<file path="src/rtl/sign_saturate_if.sv">
// Valid/ready sample stream seen by sign_saturate: wide samples in, narrowed samples out.
// The slave modport is the narrowing stage; the master modport drives it and consumes results.
interface sign_saturate_if #(
    parameter int unsigned p_INPUT_WIDTH  = 16,
    parameter int unsigned p_OUTPUT_WIDTH = 8
);
    logic                      i_VALID;
    logic                      o_READY;
    logic [p_INPUT_WIDTH-1:0]  i_INPUT;
    logic                      o_VALID;
    logic                      i_READY;
    logic [p_OUTPUT_WIDTH-1:0] o_OUTPUT;
    logic                      o_SAT;

    modport slave (
        input  i_VALID,
        input  i_INPUT,
        input  i_READY,
        output o_READY,
        output o_VALID,
        output o_OUTPUT,
        output o_SAT
    );

    modport master (
        output i_VALID,
        output i_INPUT,
        output i_READY,
        input  o_READY,
        input  o_VALID,
        input  o_OUTPUT,
        input  o_SAT
    );
endinterface

</file>
<file path="src/rtl/sign_saturate.sv">
// Streaming signed narrowing stage with clamping, a two-slot (output + skid) buffer,
// a per-sample saturation flag and a sticky saturation event counter.
module sign_saturate #(
    parameter int unsigned p_INPUT_WIDTH  = 16,
    parameter int unsigned p_OUTPUT_WIDTH = 8,
    parameter int unsigned p_COUNT_WIDTH  = 16
) (
    input  logic                     i_CLK,
    input  logic                     i_RST,
    sign_saturate_if.slave           bus,
    input  logic                     i_CLEAR,
    output logic [p_COUNT_WIDTH-1:0] o_SAT_COUNT
);
    localparam int unsigned UpperWidth = p_INPUT_WIDTH - p_OUTPUT_WIDTH + 1;

    if (p_OUTPUT_WIDTH < 2 || p_INPUT_WIDTH <= p_OUTPUT_WIDTH || p_COUNT_WIDTH < 1) begin
        : g_param_check
        $error("sign_saturate: illegal width parameters");
    end

    typedef enum logic [1:0] {
        StEmpty = 2'd0,
        StOne   = 2'd1,
        StFull  = 2'd2
    } state_e;

    state_e                    state_q, state_d;
    logic [p_OUTPUT_WIDTH-1:0] out_data_q, out_data_d;
    logic                      out_sat_q, out_sat_d;
    logic [p_OUTPUT_WIDTH-1:0] skid_data_q, skid_data_d;
    logic                      skid_sat_q, skid_sat_d;
    logic [p_COUNT_WIDTH-1:0]  count_q, count_d;

    logic                      ready_s;
    logic                      valid_s;
    logic                      in_acc;
    logic                      out_acc;
    logic [UpperWidth-1:0]     upper;
    logic                      fits;
    logic [p_OUTPUT_WIDTH-1:0] in_result;
    logic                      in_sat;

    // Handshake flags come straight from the state register: no input-to-ready/valid path.
    assign ready_s = (state_q != StFull);
    assign valid_s = (state_q != StEmpty);
    assign in_acc  = bus.i_VALID & ready_s;
    assign out_acc = valid_s & bus.i_READY;

    // The sample fits when every bit from the sign down to the output MSB agrees.
    assign upper = bus.i_INPUT[p_INPUT_WIDTH-1:p_OUTPUT_WIDTH-1];
    assign fits  = (&upper) | ~(|upper);

    always_comb begin
        in_result = bus.i_INPUT[p_OUTPUT_WIDTH-1:0];
        in_sat    = 1'b0;
        if (!fits) begin
            in_sat = 1'b1;
            if (bus.i_INPUT[p_INPUT_WIDTH-1]) begin
                in_result = {1'b1, {(p_OUTPUT_WIDTH-1){1'b0}}};
            end else begin
                in_result = {1'b0, {(p_OUTPUT_WIDTH-1){1'b1}}};
            end
        end
    end

    always_comb begin
        state_d     = state_q;
        out_data_d  = out_data_q;
        out_sat_d   = out_sat_q;
        skid_data_d = skid_data_q;
        skid_sat_d  = skid_sat_q;

        case (state_q)
            StEmpty: begin
                if (in_acc) begin
                    state_d    = StOne;
                    out_data_d = in_result;
                    out_sat_d  = in_sat;
                end
            end
            StOne: begin
                if (in_acc && out_acc) begin
                    out_data_d = in_result;
                    out_sat_d  = in_sat;
                end else if (in_acc) begin
                    state_d     = StFull;
                    skid_data_d = in_result;
                    skid_sat_d  = in_sat;
                end else if (out_acc) begin
                    state_d = StEmpty;
                end
            end
            StFull: begin
                if (out_acc) begin
                    state_d    = StOne;
                    out_data_d = skid_data_q;
                    out_sat_d  = skid_sat_q;
                end
            end
            default: state_d = StEmpty;
        endcase
    end

    // Counting happens at input acceptance; a clear coinciding with a clamp leaves that clamp.
    always_comb begin
        count_d = count_q;
        if (i_CLEAR) begin
            count_d = (in_acc && in_sat) ? p_COUNT_WIDTH'(1) : '0;
        end else if (in_acc && in_sat && (count_q != '1)) begin
            count_d = count_q + p_COUNT_WIDTH'(1);
        end
    end

    always_ff @(posedge i_CLK) begin
        if (i_RST) begin
            state_q     <= StEmpty;
            out_data_q  <= '0;
            out_sat_q   <= 1'b0;
            skid_data_q <= '0;
            skid_sat_q  <= 1'b0;
            count_q     <= '0;
        end else begin
            state_q     <= state_d;
            out_data_q  <= out_data_d;
            out_sat_q   <= out_sat_d;
            skid_data_q <= skid_data_d;
            skid_sat_q  <= skid_sat_d;
            count_q     <= count_d;
        end
    end

    assign bus.o_READY  = ready_s;
    assign bus.o_VALID  = valid_s;
    assign bus.o_OUTPUT = out_data_q;
    assign bus.o_SAT    = out_sat_q;
    assign o_SAT_COUNT  = count_q;
endmodule
</file>
<file path="src/flat_wrapper.sv">
// flat-port wrapper written by rule: the top's interface ports become plain ports
module sign_saturate_flat 
#(
    parameter int unsigned p_INPUT_WIDTH  = 16,
    parameter int unsigned p_OUTPUT_WIDTH = 8,
    parameter int unsigned p_COUNT_WIDTH  = 16
)
  (i_CLK, i_RST, i_CLEAR, o_SAT_COUNT, bus_i_VALID, bus_i_INPUT, bus_i_READY, bus_o_READY, bus_o_VALID, bus_o_OUTPUT, bus_o_SAT);
  sign_saturate_if #(.p_INPUT_WIDTH(p_INPUT_WIDTH), .p_OUTPUT_WIDTH(p_OUTPUT_WIDTH)) bus_i ();
  input  logic i_CLK;
  input  logic i_RST;
  input  logic i_CLEAR;
  output logic [p_COUNT_WIDTH-1:0] o_SAT_COUNT;
  input wire logic [$bits(bus_i.i_VALID)-1:0] bus_i_VALID;
  input wire logic [$bits(bus_i.i_INPUT)-1:0] bus_i_INPUT;
  input wire logic [$bits(bus_i.i_READY)-1:0] bus_i_READY;
  output wire logic [$bits(bus_i.o_READY)-1:0] bus_o_READY;
  output wire logic [$bits(bus_i.o_VALID)-1:0] bus_o_VALID;
  output wire logic [$bits(bus_i.o_OUTPUT)-1:0] bus_o_OUTPUT;
  output wire logic [$bits(bus_i.o_SAT)-1:0] bus_o_SAT;
  assign bus_i.i_VALID = bus_i_VALID;
  assign bus_i.i_INPUT = bus_i_INPUT;
  assign bus_i.i_READY = bus_i_READY;
  assign bus_o_READY = bus_i.o_READY;
  assign bus_o_VALID = bus_i.o_VALID;
  assign bus_o_OUTPUT = bus_i.o_OUTPUT;
  assign bus_o_SAT = bus_i.o_SAT;
  sign_saturate #(.p_INPUT_WIDTH(p_INPUT_WIDTH), .p_OUTPUT_WIDTH(p_OUTPUT_WIDTH), .p_COUNT_WIDTH(p_COUNT_WIDTH)) u_core (.i_CLK(i_CLK), .i_RST(i_RST), .bus(bus_i), .i_CLEAR(i_CLEAR), .o_SAT_COUNT(o_SAT_COUNT));
endmodule
</file>
<file path="config.mk">
export PLATFORM = sky130hd
export DESIGN_NAME = sign_saturate_flat
export DESIGN_NICKNAME = d
export VERILOG_FILES = /design/src/rtl/sign_saturate_if.sv /design/src/rtl/sign_saturate.sv /design/src/flat_wrapper.sv
export SDC_FILE = /design/constraint.sdc
export NUM_CORES = 1
export LEC_CHECK = 0
export ABC_AREA = 1
export CORE_MARGIN = 2
export CORE_UTILIZATION = 40
export DETAILED_ROUTE_END_ITERATION = 10
export GPL_TIMING_DRIVEN = 0
export PLACE_DENSITY = 0.73
export SLEW_MARGIN = 20
export SYNTH_ARGS = -nofsm -noshare
export SYNTH_HDL_FRONTEND = slang
export SYNTH_SLANG_ARGS = --single-unit
</file>
<file path="constraint.sdc">
create_clock -name i_CLK -period 4.3 [get_ports i_CLK]
set_input_delay 0.86 -clock i_CLK [delete_from_list [all_inputs] [get_ports i_CLK]]
set_output_delay 0.86 -clock i_CLK [all_outputs]
set_load 0.01 [all_outputs]
</file>
==> results.cfg <==
[die]
start_util = 0.407
row_count = 26
die_height_um = 75.7
die_area_mm2 = 0.00573
die_w_um = 75.7
core_mm2 = 0.00504
pin_count = 48

[synthesis]
syn_inst = 308
synth.most_common_cell = nand2_1
syn_area_mm2 = 0.00205
synth-main-ff-cell = dfxtp_1
postSynthNetCount = 330
ys_ff_latch = 36
async_reset_ff_frac = 0
yosysSeqAreaShare = 0.351
syn_avg_cell_area_um2 = 6.67
synth.distinct_cells = 31
synth_edf_count = 0
ys_top_cells_by_count = nand2_1 (68), nor2_1 (49), inv_1 (37), dfxtp_1 (36), a21oi_1 (27)
yosysTopAreaCellShare = 0.351
yosys_warnings = 0
synthTopCellsByArea = dfxtp_1 (35%), nand2_1 (12%), nor2_1 (9.0%)
synth_top_area_cell = dfxtp_1

[timing]
setup_viol = 0
maxSlewHeadroom = 0.544
fin_setup_tns_ns = 0
hold_violations = 0
drv_slew = 0
max_freq_mhz = 362
layout_setup_ws_ns = 1.54
worst_pin_slew_ns = 0.681
hold_slack_ns = 0.536
clock-skew-final_ns = 0.00809
finalCriticalPeriod_ns = 2.76
rsz0062_at_grt = no
fin_crit_sh = 0.643

[finish]
final_cell_count_no_fill = 431
post-route-util = 0.535
drive_above_1_share = 0.130
syn_to_final_growth_pct = 31.4
n_antenna_cell = 0
finalInstanceArea_mm2 = 0.00270
nets = 383

[detailed_routing]
routed_via_density = 4.76
firstDrtPassIters = 4
wl_per_cell_um = 11.2
ant_nets = 0
first_iter_violations = 89
drc = 0
vias = 2052
wl_um = 4850

[grt]
grt_pass1_vias = 1971
grt_max_degree = 11
overflow = 0
grt_pass1_wl_um = 8360
gr-usage-all-layers = 0.190
antenna_found_initial = 0

[setup_path]
crit_family = buffers and inverters
path_cells = inv_2, nor2_1, clkinv_1, clkdlybuf4s50_1
cp_max_fo = 10
crit_slowest_cell = clkdlybuf4s50_1
start_kind = register
arrival_ns = 1.90
endpoint_kind = primary output
worst-setup-path-type = reg2out
required_ns = 3.44
worst-path-buf-inv = 3
max_stage_delay_ns = 0.58

[place]
dp.final_hpwl_um = 3660
pre_cts_slack_ns = 1.79
port_buffers = 46
gp_congestion = 0.870
placed_cell_area_mm2 = 0.00260
dp_cells = 424

[pwr]
powerDensity_mw_per_mm2 = 268
p_leak_nw = 1.20
vdd_ir_drop_max_mv = 0.192
p_total_mw = 0.724

[clock_network]
cts-hold-fix-buffers = 0
cts.clk_slew.worst_paths_ns = 0.07
cts_buffer_depth = 2
clock_latency_ns = 0.29
numClockSinks = 36
cts_tree = yes
cts_resized = 0
cts_setup_buffers = 0
cts_max_level = 2
numCtsBuffers = 5
cts_root_buf = clkbuf_8

[run_status]
status = finished clean

[flow_run]
drv_cap = 0

[worst_hold_path]
hold_path.class = reg2reg
-- final timing paths --
path	startpoint	end	slack, ns	cells past startpoint
max	u_core.state_q[1]$_SDFFE_PP0P_	bus_o_READY	1.54	4
min	u_core.skid_data_q[1]$_SDFFE_PP0P_	u_core.bus.o_OUTPUT[1]$_SDFFE_PP0P_	0.54	2
max reg2reg	u_core.o_SAT_COUNT[0]$_SDFFE_PP0P_	u_core.o_SAT_COUNT[14]$_SDFFE_PP0P_	2.48	10
min reg2reg	u_core.skid_data_q[1]$_SDFFE_PP0P_	u_core.bus.o_OUTPUT[1]$_SDFFE_PP0P_	0.54	2
-- sequential cells by signal (all words and copies together), names as in the netlist --
signal	flops
u_core.o_SAT_COUNT	16
u_core.bus.o_OUTPUT	8
u_core.skid_data_q	8
u_core.state_q	2
u_core.bus.o_SAT	1
u_core.skid_sat_q	1
-- per-layer routing --
| metal | track usage | vias to the layer above | routed length (um) |
|---|---|---|---|
| met2 | 0.352 | 44 | 2410 |
| met5 | 0 | - | 0 |
| met1 | 0.220 | 928 | 2230 |
| met4 | 0.0546 | 0 | 34 |
| met3 | 0.0370 | 4 | 176 |
| li1 | - | 1076 | - |
-- layout make-up --
type	count	area [um2]
clock buffer	7	96.3
sequential	36	721
timing repair buffer	46	460
inverter	44	165
buffer	7	55.1
multi-input combinational	221	1110
fill	506	2340
tap	70	87.6
-- tightest hold or removal path, delay by kind of cell (launching register included) --
kind | cells | cell delay, ns
AOI/OAI and AO/OA | 2 | 0.19
DFF | 1 | 0.31
-- cells in the final DEF (no fill, tap or decap) --
cell type	count
a21oi_1	27
a21oi_2	8
and2_1	1
buf_12	1
buf_2	2
clkbuf_1	3
clkbuf_8	8
clkdlybuf4s50_1	46
clkinv_1	1
dfxtp_1	36
ha_1	1
inv_1	37
inv_2	6
nand2_1	68
nand2_2	6
nand2_4	1
nand3_1	14
nand3_2	6
nand3b_2	1
nand4_1	2
nand4_2	1
nor2_1	49
nor2_2	2
nor2_4	4
nor3_1	4
nor3_4	1
nor3b_1	1
o21ai_0	13
o21ai_1	7
o21bai_1	1
xnor2_1	2
xor2_1	1
-- report_power, final --
part	internal [mW]	leakage, nW	switching (mW)
clock network	0.143	0.0503	0.118
logic	0.0525	0.860	0.0561
registers	0.347	0.294	0.00789
-- logic make-up (layout without fill, tap and decap cells) --
logic type,after synthesis,after routing,share of synthesized area
AO/OA/AOI/OAI,56,56,0.152
XOR/XNOR,3,3,0.0128
adder cells (fa/ha/maj),1,1,0.00609
buffers and inverters,51,104,0.107
flip-flops,36,36,0.351
AND/OR/NAND/NOR,161,161,0.371
Power figures use the tool's default switching activity.
